==> src/rtl/axi_bridge_pkg.sv <==
// axi_bridge_pkg: shared AR payload, arbiter FSM states and default requester IDs
package axi_bridge_pkg;
  typedef struct packed {
    logic [3:0]  id;
    logic [31:0] addr;
    logic [2:0]  size;
  } ar_beat_t;
  typedef enum logic {IDLE, ISSUE} arb_state_t;
  localparam logic [3:0] INST_ID = 4'h0;
  localparam logic [3:0] DATA_ID = 4'h1;
endpackage

==> src/rtl/axi_rd_arbiter_outst_counter.sv <==
// outst_counter: outstanding-read counter that saturates at both ends and flags when LIMIT is reached
module outst_counter #(
  parameter int LIMIT = 4,
  parameter int W = 4
) (
  input  logic aclk,
  input  logic aresetn,
  input  logic inc,
  input  logic dec,
  output logic full
);
  logic [W-1:0] cnt;
  assign full = cnt >= W'(LIMIT);
  always_ff @(posedge aclk or negedge aresetn)
    if (!aresetn) cnt <= '0;
    else if (inc & ~dec & ~full) cnt <= cnt + 1'b1;
    else if (dec & ~inc & |cnt) cnt <= cnt - 1'b1;
endmodule

==> src/rtl/axi_rd_arbiter.sv <==
// axi_rd_arbiter: round-robin AR arbiter for two read requesters with rid-steered R channel; AXI_RD_ARB_STATS_EN adds grant counters and an unknown-rid flag
module axi_rd_arbiter
  import axi_bridge_pkg::*;
#(
  parameter logic [3:0] M0_ID = INST_ID,
  parameter logic [3:0] M1_ID = DATA_ID,
  parameter int MAX_OUTST = 4,
  parameter int CNT_W = 4
) (
  input  logic        aclk,
  input  logic        aresetn,
  input  logic        m0_arvalid,
  input  logic [31:0] m0_araddr,
  input  logic [2:0]  m0_arsize,
  output logic        m0_arready,
  input  logic        m1_arvalid,
  input  logic [31:0] m1_araddr,
  input  logic [2:0]  m1_arsize,
  output logic        m1_arready,
  output logic        arvalid,
  output logic [3:0]  arid,
  output logic [31:0] araddr,
  output logic [2:0]  arsize,
  input  logic        arready,
  input  logic        rvalid,
  input  logic [3:0]  rid,
  input  logic        rlast,
  output logic        rready,
  output logic        m0_rvalid,
  input  logic        m0_rready,
  output logic        m1_rvalid,
  input  logic        m1_rready
`ifdef AXI_RD_ARB_STATS_EN
  ,
  output logic [31:0] m0_grant_cnt,
  output logic [31:0] m1_grant_cnt,
  output logic        err_unknown_rid
`endif
);
  arb_state_t state;
  ar_beat_t   ar;
  logic       ptr;
  logic       full0, full1, e0, e1, hs, hit0, hit1, beat_done;
  assign e0 = m0_arvalid & ~full0;
  assign e1 = m1_arvalid & ~full1;
  // ptr=0 favours M0 on a tie
  assign m0_arready = (state == IDLE) & e0 & (~e1 | ~ptr);
  assign m1_arready = (state == IDLE) & e1 & (~e0 | ptr);
  assign hs = arvalid & arready;
  assign {arid, araddr, arsize} = ar;
  assign hit0 = rid == M0_ID;
  assign hit1 = rid == M1_ID;
  assign m0_rvalid = rvalid & hit0;
  assign m1_rvalid = rvalid & hit1;
  assign rready = hit0 ? m0_rready : hit1 ? m1_rready : 1'b1;
  assign beat_done = rvalid & rready & rlast;
  always_ff @(posedge aclk or negedge aresetn)
    if (!aresetn) begin
      state   <= IDLE;
      arvalid <= 1'b0;
      ar      <= '0;
      ptr     <= 1'b0;
    end else if (state == IDLE) begin
      if (m0_arready | m1_arready) begin
        state   <= ISSUE;
        arvalid <= 1'b1;
        ar      <= m0_arready ? ar_beat_t'{M0_ID, m0_araddr, m0_arsize}
                              : ar_beat_t'{M1_ID, m1_araddr, m1_arsize};
        ptr     <= m0_arready;
      end
    end else if (arready) begin
      state   <= IDLE;
      arvalid <= 1'b0;
    end
  outst_counter #(.LIMIT(MAX_OUTST), .W(CNT_W)) u_cnt0 (
    .aclk(aclk), .aresetn(aresetn),
    .inc(hs & (arid == M0_ID)), .dec(beat_done & hit0), .full(full0)
  );
  outst_counter #(.LIMIT(MAX_OUTST), .W(CNT_W)) u_cnt1 (
    .aclk(aclk), .aresetn(aresetn),
    .inc(hs & (arid == M1_ID)), .dec(beat_done & hit1), .full(full1)
  );
`ifdef AXI_RD_ARB_STATS_EN
  always_ff @(posedge aclk or negedge aresetn)
    if (!aresetn) begin
      m0_grant_cnt    <= '0;
      m1_grant_cnt    <= '0;
      err_unknown_rid <= 1'b0;
    end else begin
      if (hs & (arid == M0_ID)) m0_grant_cnt <= m0_grant_cnt + 1'b1;
      if (hs & (arid == M1_ID)) m1_grant_cnt <= m1_grant_cnt + 1'b1;
      if (rvalid & rready & ~hit0 & ~hit1) err_unknown_rid <= 1'b1;
    end
`endif
endmodule

==> config.mk <==
export PLATFORM = sky130hd
export DESIGN_NAME = axi_rd_arbiter
export DESIGN_NICKNAME = d
export VERILOG_FILES = /design/src/rtl/axi_bridge_pkg.sv /design/src/rtl/axi_rd_arbiter_outst_counter.sv /design/src/rtl/axi_rd_arbiter.sv
export SDC_FILE = /design/constraint.sdc
export NUM_CORES = 1
export LEC_CHECK = 0
export BUFFER_PORTS_ARGS = -buffer_cell sky130_fd_sc_hd__buf_2
export CAP_MARGIN = 25
export CORE_MARGIN = 2
export CORE_UTILIZATION = 29
export DETAILED_ROUTE_END_ITERATION = 12
export GPL_ROUTABILITY_DRIVEN = 0
export GPL_TIMING_DRIVEN = 0
export SYNTH_ARGS = -nofsm -noshare
export SYNTH_HDL_FRONTEND = slang
export SYNTH_SLANG_ARGS = --single-unit
==> constraint.sdc <==
create_clock -name aclk -period 7 [get_ports aclk]
set_clock_uncertainty 0.15 [all_clocks]
set_input_delay 0.7 -clock aclk [delete_from_list [all_inputs] [get_ports aclk]]
set_output_delay 0.7 -clock aclk [all_outputs]
set_load 0.02 [all_outputs]
==> impl_summary.md, run 1 <==
Power and ir drop
Across the VDD grid, the largest voltage drop is 0.0002000 V. For this design the static power due to leakage is 0.001860 uW. The logic gate share of total power is between 40 and 50%. Of the total power, the share spent switching nets is 39.70%. The areal power density over the cells is 365.2 nW/um2. Per report_power, the clock group accounts for around 16% of the total. The analysis attributes to net switching a power of about 490 uW. The sequential share of power is around two fifths. Internal power comes to approximately 750 uW.

Setup path
Measured in cells, the most critical reg-to-reg path has a length of 8. The worst register-to-register path begins at arid[0]. The number of cells on the critical path is 5. In this design, the stage delay of the slowest critical-path cell is between 500 and 600 ps.

The end point of the critical path is m1_arready. The critical path goes through clkbuf_1 > or3b_2 > nor3_2 > buf_2 > buf_2. The type of destination of the critical path is an output port. The worst register-to-register path ends at u_cnt0.cnt[3]. The most common cell type on the critical path is buf_2. The required time of the critical path is a little over 6000 ps. The data arrival time of the critical path is 2380 ps. Among cell families on the critical path, the largest total delay comes from simple AND/OR/NAND/NOR gates.

The total buffers and inverters traversed by the critical path is 3. The largest fanout of any net on the critical path is 10. Tracing the worst setup path back leads to its startpoint at u_cnt1.cnt[3]. The critical path is of the flop to output port type. The cell with the largest stage delay on the worst path is or3b_2. The sort of element at the start of the critical path is a flop. For flop-to-flop paths, the worst setup slack is 4030 ps.

Yosys
After synthesis, flip-flops and latches occupy between 40% and 50% of the total area. The summed instance area of the synthesized netlist is between 2000 and 3000 um2. The share of synthesized registers carrying an async set or reset is 100.0%. Sorting the synthesized cells by area gives the leading types as dfrtp_1 47%, a22o_1 8.7%, a21o_1 8.4%. In this run, synthesis inferred 0 flip-flops with an integrated enable. The most used flip-flop cell after synthesis is dfrtp_1. During synthesis, Yosys emitted a total of 0 warnings. In this run the mean area of a mapped cell was approximately 11 um2. In the post-synthesis netlist, the cell with the most instances is dfrtp_1. The share of Yosys cell area claimed by the top area cell type is between 40% and 50%. By count the netlist is led by 47 x dfrtp_1, 28 x a21o_1, 25 x a22o_1. Counting flops and latches in the post-synthesis netlist gives 47.

The number of distinct standard cells referenced by the synthesized netlist is 44. The synthesized netlist cell count is approximately 230. Of all cell types, the one taking the most synthesized area is dfrtp_1.

GRT
The number of global-route vias before repair is around 2200. In the global route stage, overall resource usage came out at between 10% and 20%. For this run, global-route usage on met2 was measured as between 20% and 30%. The first global-routing pass estimated ~11 mm of wire. After global routing, the most crowded layer is met2.

The pin count of the biggest net entering global routing is 35. The number of antenna violations at the first check in global routing was 0. Global routing used about 4.3% of the available met3 tracks. The met1 track demand over resource in global routing is a little under a fifth.

For this run the aggregate overflow at the end of global routing stands at 0.

Clock network
The clock sink total is 47. After clock tree synthesis, the clock-pin slew on the worst setup and hold paths is 90 ps. The number of gates resized after CTS was 0. The number of hold buffers added after CTS was 0. The clock latency reported for the late side of the worst-skew pair is ~290 ps. The post-CTS repair timing setup buffer count is 0. The clock tree from TritonCTS is built.

The H-tree depth is 2. The number of clock buffers inserted by TritonCTS is 5. The longest clock path from root to sink contains 2 buffers.

The root buffer cell chosen for the clock tree is clkbuf_8.

Layout
The post-layout net count is ~450. The register area is between 1000 and 1500 um2. Counting the fill cells in the layout gives between 800 and 900. The area growth from synthesis to final layout is 35.24%. The share of layout cells above drive strength 1 is just over 40%. The antenna diode instance count is 0.

The area of the multi-input gates is between 1000 and 1500 um2.

Routing
The mean routed wirelength per cell is approximately 14 um. The number of violations reported at the end of detailed-routing iteration 0 is a little over 80. The final layout contains routed wiring with a total length of between 6 and 7 mm. The first-pass iteration count of the detailed router is 4. Dividing the detail-routed via count by the number of cells gives 4.882. After detailed routing, the number of remaining DRC violations is 0. The final route contains around 2300 vias. The count of nets left with antenna violations once routing finished came out at 0.

Timing
The slew at the pin with the worst max-slew slack is about 600 ps. The worst path meets setup with ~3800 ps of slack. The number of pins with negative max-slew slack in the final report came to 0. The final setup TNS is 0 ps.

The shortest clock period the worst path allows after layout is 3230 ps. The upper clock frequency limit is 0.3096 GHz. Setup violations remaining at the end of the flow were counted as 0. The final hold violation count is 0. Setup repair after global routing left no endpoint under its margin.

The final cycle utilization of the critical path is 46.14%. The worst pin sits at a relative slew slack of 59.51%.

Placed design
Port buffering added between 100 and 150 buffers. After legalization and detailed placement, the total HPWL measured ~5.1 mm. Timing analysis after detailed placement gives a worst setup slack of ~3700 ps.

Die
In this run the horizontal extent of the chip is approximately 100 um. The core footprint is 8299 um2. The full die area is between 9000 and 10000 um2. The height of the chip is between 90 and 100 um. The number of placement rows is 33. around 130 I/O pins were placed. For this configuration, the core starts out at a cell density of 30.29%.

Job
The max-capacitance violation count is 0.

Hold path
The path category of the worst min-delay check is input pin to asynchronous set/reset pin.

Run status
The run finished with clean final reports.
area by class of cell:
type,count,area share [%]
tap,105,3.865
timing repair buffer,125,18.84
clock inverter,2,1.104
clock buffer,5,2.024
multi-input combinational,165,36.25
inverter,2,0.2208
buffer,17,3.092
sequential,47,34.60
per-stage QoR:
| stage | total power (uW) | cells | hold WS (ps) | utilization (%) | instance area, um2 |
|---|---|---|---|---|---|
| after floorplan | 854.5 | 231 | 254.4 | - | 2521 |
| after global placement | 1042 | 460 | 316.2 | 39.44 | 3273 |
| after detailed placement | 1054 | 461 | 325.3 | 39.68 | 3293 |
| after CTS | 1260 | 468 | 143.3 | 40.96 | 3400 |
| after global routing | 1335 | 468 | 150.7 | 40.96 | 3400 |
| final | 1242 | 468 | 142.1 | 40.96 | 3400 |
flip-flops by register name, summed over array words and instances (netlist names):
name and flops:
araddr 32, u_cnt0.cnt 4, u_cnt1.cnt 4, arsize 3, arid 1, arvalid 1
ptr 1, state 1
placed cells by master, fill, tap and decap left out, types with 2 or more instances in the layout:
| cell type | instances |
|---|---|
| nor4_1 | 2 |
| o22ai_1 | 2 |
| nand2_1 | 19 |
| xor2_1 | 2 |
| fa_1 | 2 |
| and2_1 | 2 |
| conb_1 | 3 |
| clkbuf_1 | 7 |
| a21o_1 | 28 |
| or2_2 | 2 |
| mux2i_1 | 18 |
| o31ai_1 | 4 |
| o21ai_0 | 2 |
| buf_6 | 3 |
| buf_2 | 127 |
| a21oi_1 | 3 |
| ha_1 | 4 |
| nor3_1 | 3 |
| mux2_2 | 2 |
| dfrtp_1 | 47 |
| clkbuf_8 | 5 |
| a22o_1 | 25 |
| buf_4 | 4 |
| o21ai_1 | 11 |
| inv_1 | 2 |
| nand3_1 | 8 |
| nor2_1 | 5 |
worst min-delay path by stage:
stage,cells past startpoint,startpoint,endpoint
6_report,1,aresetn,araddr[3]
5_1_grt,1,aresetn,araddr[3]
4_1_cts,1,aresetn,araddr[3]
3_5_place_dp,2,araddr[0],araddr[0]
3_3_place_gp,2,araddr[0],araddr[0]
2_1_floorplan,0,aresetn,araddr[0]
per-layer routing:
metal | part of all wire (%) | vias to the layer above
met5 | 0 | -
met4 | 0.51 | 0
met3 | 7.6 | 2
met2 | 47 | 85
met1 | 44 | 1087
li1 | - | 1111
cells by family after synthesis:
logic type / Yosys count / synth area share, %
compound gates: 83 / 25.44
simple gates: 51 / 10.80
flops: 47 / 46.79
mux: 20 / 8.064
buf+inv: 19 / 4.480
fa+ha+maj: 6 / 3.584
xor+xnor: 2 / 0.6970
other cells: 1 / 0.1492
worst reg2reg max path, delay by kind of cell, from the launching register on:
kind	cells	cell delay, ps
flops	1	440
fa+ha+maj	1	320
simple gates	5	1660
compound gates	2	300
power by group through the flow:
stage          registers [uW]  clock network (uW)  logic [uW]
2_1_floorplan             622                   0         233
3_3_place_gp              498                   0         544
3_5_place_dp              498                   0         556
4_1_cts                   498                 206         556
5_1_grt                   519                 216         600
6_report                  498                 197         547
Note: power is estimated with default switching activity, not from simulation.
==> inputs of run 2 (changes only) <==
clock period = 2.9 ns   (was 7 ns; I/O delays follow)
==> impl_summary.md, run 2 (synthesized netlist as in run 1, its figures left out) <==
Run status
The run finished with clean final reports.

Timing
Setup violations remaining at the end of the flow were counted as 0. The final hold violation count is 0. After layout, the worst setup slack is ~150 ps. The shortest clock period the worst path allows after layout is roughly 2800 ps. The number of pins with negative max-slew slack in the final report is 0. The worst relative slew slack is between 50% and 60%.

Setup repair after global routing left no endpoint under its margin. The final cycle utilization of the critical path is between 90% and 100%. The slew at the pin with the worst max-slew slack is about 630 ps.

The upper clock frequency limit is 0.3634 GHz.

Setup path
At the worst endpoint, the required time is just under 3000 ps. The data arrival time of the critical path is ~2800 ps. The number of cells on the worst reg-to-reg path is 8. The largest fanout of any net on the critical path is 5.

STA classifies the critical path endpoint as a flop. The sort of element at the start of the critical path is a flop. The critical path is of the flop to flop type.

Job
The tool flagged a number of max-cap violations equal to 0.

Clock network
TritonCTS built the clock tree. The clock latency reported for the late side of the worst-skew pair is between 200 and 300 ps. The H-tree depth is 2. The buffer type at the clock tree root is clkbuf_8. After clock tree synthesis, the clock-pin slew on the worst setup and hold paths is approximately 90 ps. The number of clock buffers inserted by TritonCTS is 5. The clock sink total is 47. The worst-case clock buffer depth is 2.

GRT
The pin count of the biggest net entering global routing is 35. The number of global-route vias before repair is roughly 2200. For this run the aggregate overflow at the end of global routing stands at 0.

The number of antenna violations at the first check in global routing is 0. In the global route stage, overall resource usage came out at between 10 and 15%. The first global-routing pass estimated around 11 mm of wire.

Routing
The total vias in the final route is 2310. For this run, design rule violations remaining after detail routing come to 0. Dividing the detail-routed wire length by the instance count gives ~14 um.

The residual antenna-violating net count after detailed routing is 0. For this block, the routed nets add up to roughly 6.7 mm of wire. For this block, the initial DRC count from the detailed router was between 70 and 80.

The first detailed-routing pass took 4 iterations. The via density per instance is between 4 and 5.

Placed design
The quantity of I/O buffers inserted on ports is around 120. The cell count after placement is 461. At the placement stage, the worst setup path has a slack of -37.79 ps.

After legalization and detailed placement, the total HPWL measured 5.072 mm.

Die
The full die area is ~9400 um2. In this run the core area contains 33 standard-cell rows. The horizontal extent of the die is roughly 97 um. The core footprint is 8299 um2. The die is 97.10 um tall. Once the floorplan was initialized, standard cells occupied between 30% and 40% of the core.

Pin placement for this block handled around 130 I/O pins.

Power and ir drop
Power spread over the standard cell area amounts to 880.9 nW/um2. Across the VDD grid, the largest voltage drop is a little under 0.0005 V. The reported leakage power is between 0.0015 and 0.002 uW.

Hold path
The hold path depth is 2. The path category of the worst min-delay check is input pin to flop.

Layout
Of the cells placed in the final design, the portion with a size suffix greater than 1 is between 40% and 50%. 0 antenna diodes ended up in the layout. From synthesis to final layout, the design area changed by 36.63%. The post-layout net count is around 460. The library cell used most frequently in the layout, excluding fill and tap cells, is buf_2. The flip-flop count of the largest register after layout is 32. The post-layout instance count excluding filler cells is approximately 470.

Leaving out fill and tap cells, the most frequent cells in the layout are 127 x buf_2, 47 x dfrtp_1, 28 x a21o_1. The post-layout utilization of the core is 41.38%.
## run 2: cell count changes in the layout (fill, tap and decap cells not counted)
cell / change
nor3_4: +1
a21oi_2: +1
a21oi_1: -1
nor3_2: -1
dlygate4sd3_1: +1
buf_4: +2
## run 2: area by class of cell
class,instances,area [um2]
fillers,833,4865
multi-input cells,165,1242
flip-flops and latches,47,1176
repair buffers,128,665.6
well taps,105,131.4
plain buffers,17,105.1
clock buffers,5,68.82
clock inverters,2,37.54
inverters,2,7.507
## run 2: critical path: stages (launching register included)
cell and delay, ps:
dfrtp_1 440, nand3b_1 190, or3_1 370, or2_2 330
ha_1 330, a21oi_2 160, nand2_1 80, or4_1 500
o211ai_1 100
## run 2: what timing repair did
item | CTS | global route
setup buffers | 1 | 1
endpoints found under the hold margin | 13 | 0
endpoints found under the setup margin | 1 | 2
hold buffers | 1 | 0
gates resized for setup | 0 | 2
## run 2: final timing paths
kind / from / end / slack [ps]
min in group asynchronous: aresetn / araddr[3] / 270
worst min register to register: araddr[22] / araddr[22] / 340
max in group asynchronous: aresetn / u_cnt1.cnt[1] / 1820
worst max register to register: arid[0] / u_cnt0.cnt[3] / 150
worst min-delay path: m1_arsize[0] / arsize[0] / 30
worst max-delay path: arid[0] / u_cnt0.cnt[3] / 150
## run 2: layer usage
layer  share of wire [%]  vias to the layer above  global-route usage [%]
met3                 7.9                        2                   4.317
met5                   0                        -                       0
li1                    -                     1119                       -
met4                0.51                        0                   3.250
met1                  44                     1102                   18.61
met2                  48                       87                   22.92
## run 2: through the flow
step | hold slack (ps) | total power, uW | cell area (um2) | setup TNS [ps]
2_1_floorplan | -155.6 | 2063 | 2521 | 0
3_3_place_gp | 316.2 | 2515 | 3273 | 0
3_5_place_dp | 65.35 | 2544 | 3293 | -37.79
4_1_cts | 21.25 | 3047 | 3417 | 0
5_1_grt | 22.45 | 3251 | 3435 | 0
6_report | 34.78 | 3025 | 3435 | 0
## run 2: power breakdown
part | switching (uW) | internal (uW)
sequential | 245 | 959
combinational | 732 | 614
clock | 223 | 252
==> inputs of run 3 (changes only) <==
ABC_AREA = 1   (was default)
BUFFER_PORTS_ARGS = default   (was -buffer_cell sky130_fd_sc_hd__buf_2)
DONT_BUFFER_PORTS = 1   (was default)
SYNTH_HIERARCHICAL = 1   (was default)
==> impl_summary.md, run 3 <==
Run status
The flow ran to the end, and the final reports show no timing, DRC or antenna violations.

GRT
Entering global routing, the biggest net connects 48 pins. The aggregate global-route resource usage is between 10 and 15%. The global-route wire length before repair is approximately 11 mm. The met2 usage in global routing is ~24%.

The global-route congestion overflow total is 0. The met3 usage is under 10%. The number of antenna violations at the first check in global routing is 0. The met1 track demand over resource in global routing is 16.26%. The layer flagged by global routing as most heavily used is met2. The number of global-route vias before repair came to approximately 2300.

Timing
The worst relative slew slack is between 60 and 70%. Setup repair after global routing left no endpoint under its margin. The upper clock frequency limit is roughly 0.44 GHz. The final cycle utilization of the critical path is between 70% and 80%. The number of pins with negative max-slew slack in the final report is 0. The shortest clock period the worst path allows after layout is 2278 ps.

The final hold violation count is 0. For the pin with the worst max-slew slack, the measured transition is roughly 490 ps. The final setup TNS is 0 ps. Setup violations remaining at the end of the flow were counted as 0.

Yosys
In this run the mean area of a mapped cell was about 8 um2. The share of Yosys cell area claimed by the top area cell type is 42.81%. The synthesis warning total is 6. The post-synthesis sequential area ratio is between 40% and 50%.

The summed instance area of the synthesized netlist is approximately 2700 um2. The most frequent cell after synthesis is nand2_1. The leading register cell type out of synthesis is dfrtp_1.

The synthesized netlist cell count is about 350. The number of distinct standard cells referenced by the synthesized netlist is 27. Summed over all instances, the cell type with the most area after synthesis is dfrtp_1. The synthesized design contains 0 enable-type register cells. By area the synthesized netlist is led by dfrtp_1 43%, nand2_1 16%, nand3_1 7.7%.

Counting flops with an async set or reset pin after synthesis yields a share of 100.0%. Sorting the synthesized cells by how often they occur yields 119 x nand2_1, 48 x inv_1, 47 x dfrtp_1. The synthesized design contains 47 register bits.

Die
The height of the chip is slightly above 100 um. After floorplanning, the core was divided into 35 placement rows. In this run the standard cell core region covers between 9000 and 10000 um2.

The die covers 10270 um2. The number of top-level design ports is around 130. The initial standard-cell utilization of the core is about 30%. The die is between 100 and 150 um wide.

Placed design
Counting tap cells, the placed design contains a total of 458 instances. Input and output buffers added on the ports amount to 0. The wire-length estimate of the detail-placed layout is around 4.9 mm. The placed instances occupy a cell area of approximately 2900 um2.

Power and ir drop
The maximum resistive drop on vdd is roughly 0.00035 V. For this design the static power due to leakage is approximately 0.0018 uW. The areal power density over the cells is ~900 nW/um2.

Hold path
The worst min-delay path startpoint is m1_araddr[0]. The end of the worst hold path is araddr[0]. The hold path depth is 4. The worst hold path belongs to the class input pin to flop.

Layout
In the layout the commonest cells are 119 x nand2_1, 50 x dlygate4sd3_1, 48 x inv_1. The area of the multi-input gates is 1239 um2. The register with the most flip-flops in the layout has 32 of them.

The post-route netlist has between 10% and 20% of its cells at a drive strength greater than 1. The number of antenna diodes in the final layout is 0. Leaving out fill and tap cells, the most frequent cell in the layout is nand2_1. The number of fill cells is around 940. The area growth from synthesis to final layout is 27.64%. The post-layout net count is 494. After routing the design area is roughly 3500 um2. Excluding fillers, the count of instances in the completed layout stands at 517. The sequential cells in the finished layout cover a total of 1176 um2.

Setup path
For flop-to-flop paths, the worst setup slack is between 600 and 700 ps. In this design, the largest share of critical-path delay is due to simple AND/OR/NAND/NOR gates. The worst register-to-register path has a depth of 10.

The largest fanout of any net on the critical path is 6. The endpoint identified for the worst register-to-register timing path is u_cnt1/cnt[3]. Among the stages of the critical path, the cell type that occurs most often is inv_1.

The data arrival time of the critical path is around 2300 ps. For this run, the slowest stage of the critical path takes 490 ps. The critical path goes through inv_1 > nor3_1 > nand3_4 > ha_1 > nand2_1 > inv_1 > a21oi_1 > nand3_1 > nand2_1 > inv_1.

STA classifies the critical path endpoint as a flop. The critical path start-end classification is flop to flop. The worst register-to-register path begins at arvalid. The required time of the critical path is around 3000 ps.

The total buffers and inverters traversed by the critical path is 3. The slowest stage of the critical path is the dfrtp_1 cell. STA classifies the critical path startpoint as a flop.

Clock network
TritonCTS built the clock tree. The clock sink total is 47. After clock tree synthesis, the setup repair step added 0 buffers. The post-CTS resize count is 0.

The buffer type at the clock tree root is clkbuf_8. The clock-pin slew on the worst setup and hold paths is about 90 ps. Counting the buffers created by CTS gives 5.

For this design, the CTS-stage hold fixing added 51 buffers. At the later pin of the worst-skew pair, clock insertion delay measures ~290 ps. The clock passes through at most 2 buffers.

The H-tree depth is 2.

Routing
The total wire length is 7.060 mm. In the routed layout, each cell is associated on average with a via count of approximately 4.6. The first detailed-routing pass took 5 iterations.

Dividing the detail-routed wire length by the instance count gives between 10 and 15 um. The detail route stage leaves a number of antenna-violating nets equal to 0. The total vias in the final route is approximately 2400. The DRC violation count after routing is 0. After the first detailed-routing iteration, the DRC count stood at between 70 and 80.

Job
The max-capacitance violation count is 0.
run 3: changes by cell type after synthesis, sizes merged, moves of 4 or more:
cell and delta:
a21o -28, a22o -25, buf +4, clkbuf -7, inv +51, mux2i -18, nand2 +119, nand3 +48
nor2 +6, o21ai -8, o31ai -4
run 3: routing by layer:
layer	part of all wire [%]	up-vias	wire length [um]
met5	0	-	0
met3	7.1	2	502
li1	-	1171	-
met2	52	87	3674
met4	0.35	0	25
met1	40	1120	2858
run 3: report_power, final:
part	leakage, uW	switching [uW]	internal, uW	total [uW]
clock network	0.0000412	227	169	397
logic	0.00121	600	657	1260
registers	0.000582	554	957	1510
run 3: area by class of cell:
type	instances	share of cell area [%]
clock buffer	6	2.069
clock inverter	2	0.3568
timing repair buffer	51	15.06
multi-input combinational	233	35.32
inverter	53	5.958
buffer	14	3.746
sequential	47	33.54
tap	111	3.960
run 3: per-stage QoR:
step	hold slack [ps]	setup slack, ps	util [%]	total power, uW
finish	51.17	621.9	38.14	3166
global route	31.54	393.9	38.14	3438
CTS	34.72	610.0	38.14	3197
detailed placement	-154.0	634.1	31.47	2456
global placement	-154.1	663.9	31.47	2414
floorplan	-155.6	827.3	-	2226
run 3: logic make-up after synthesis:
family | after synthesis | synth area share, %
other | 1 | 0.1365
XOR/XNOR | 4 | 1.275
flip-flops | 47 | 42.81
adder cells (fa/ha/maj) | 6 | 3.279
AO/OA/AOI/OAI | 10 | 1.913
AND/OR/NAND/NOR | 210 | 38.21
buffers and inverters | 67 | 12.39
run 3: worst max path at each step:
stage          startpoint       endpoint  slack, ps  depth (start not counted)
5_1_grt           arvalid  u_cnt1/cnt[3]        390                         10
2_1_floorplan     arvalid  u_cnt1/cnt[3]        830                         10
3_3_place_gp      arvalid  u_cnt1/cnt[3]        660                         10
3_5_place_dp      arvalid  u_cnt1/cnt[3]        630                         10
4_1_cts           arvalid  u_cnt1/cnt[3]        610                         10
6_report          arvalid  u_cnt1/cnt[3]        620                         10
run 3: worst min-delay path, cell delays in order:
cell	delay, ps
inv_1	30
nand2_1	40
nand3_1	60
nand2_1	40
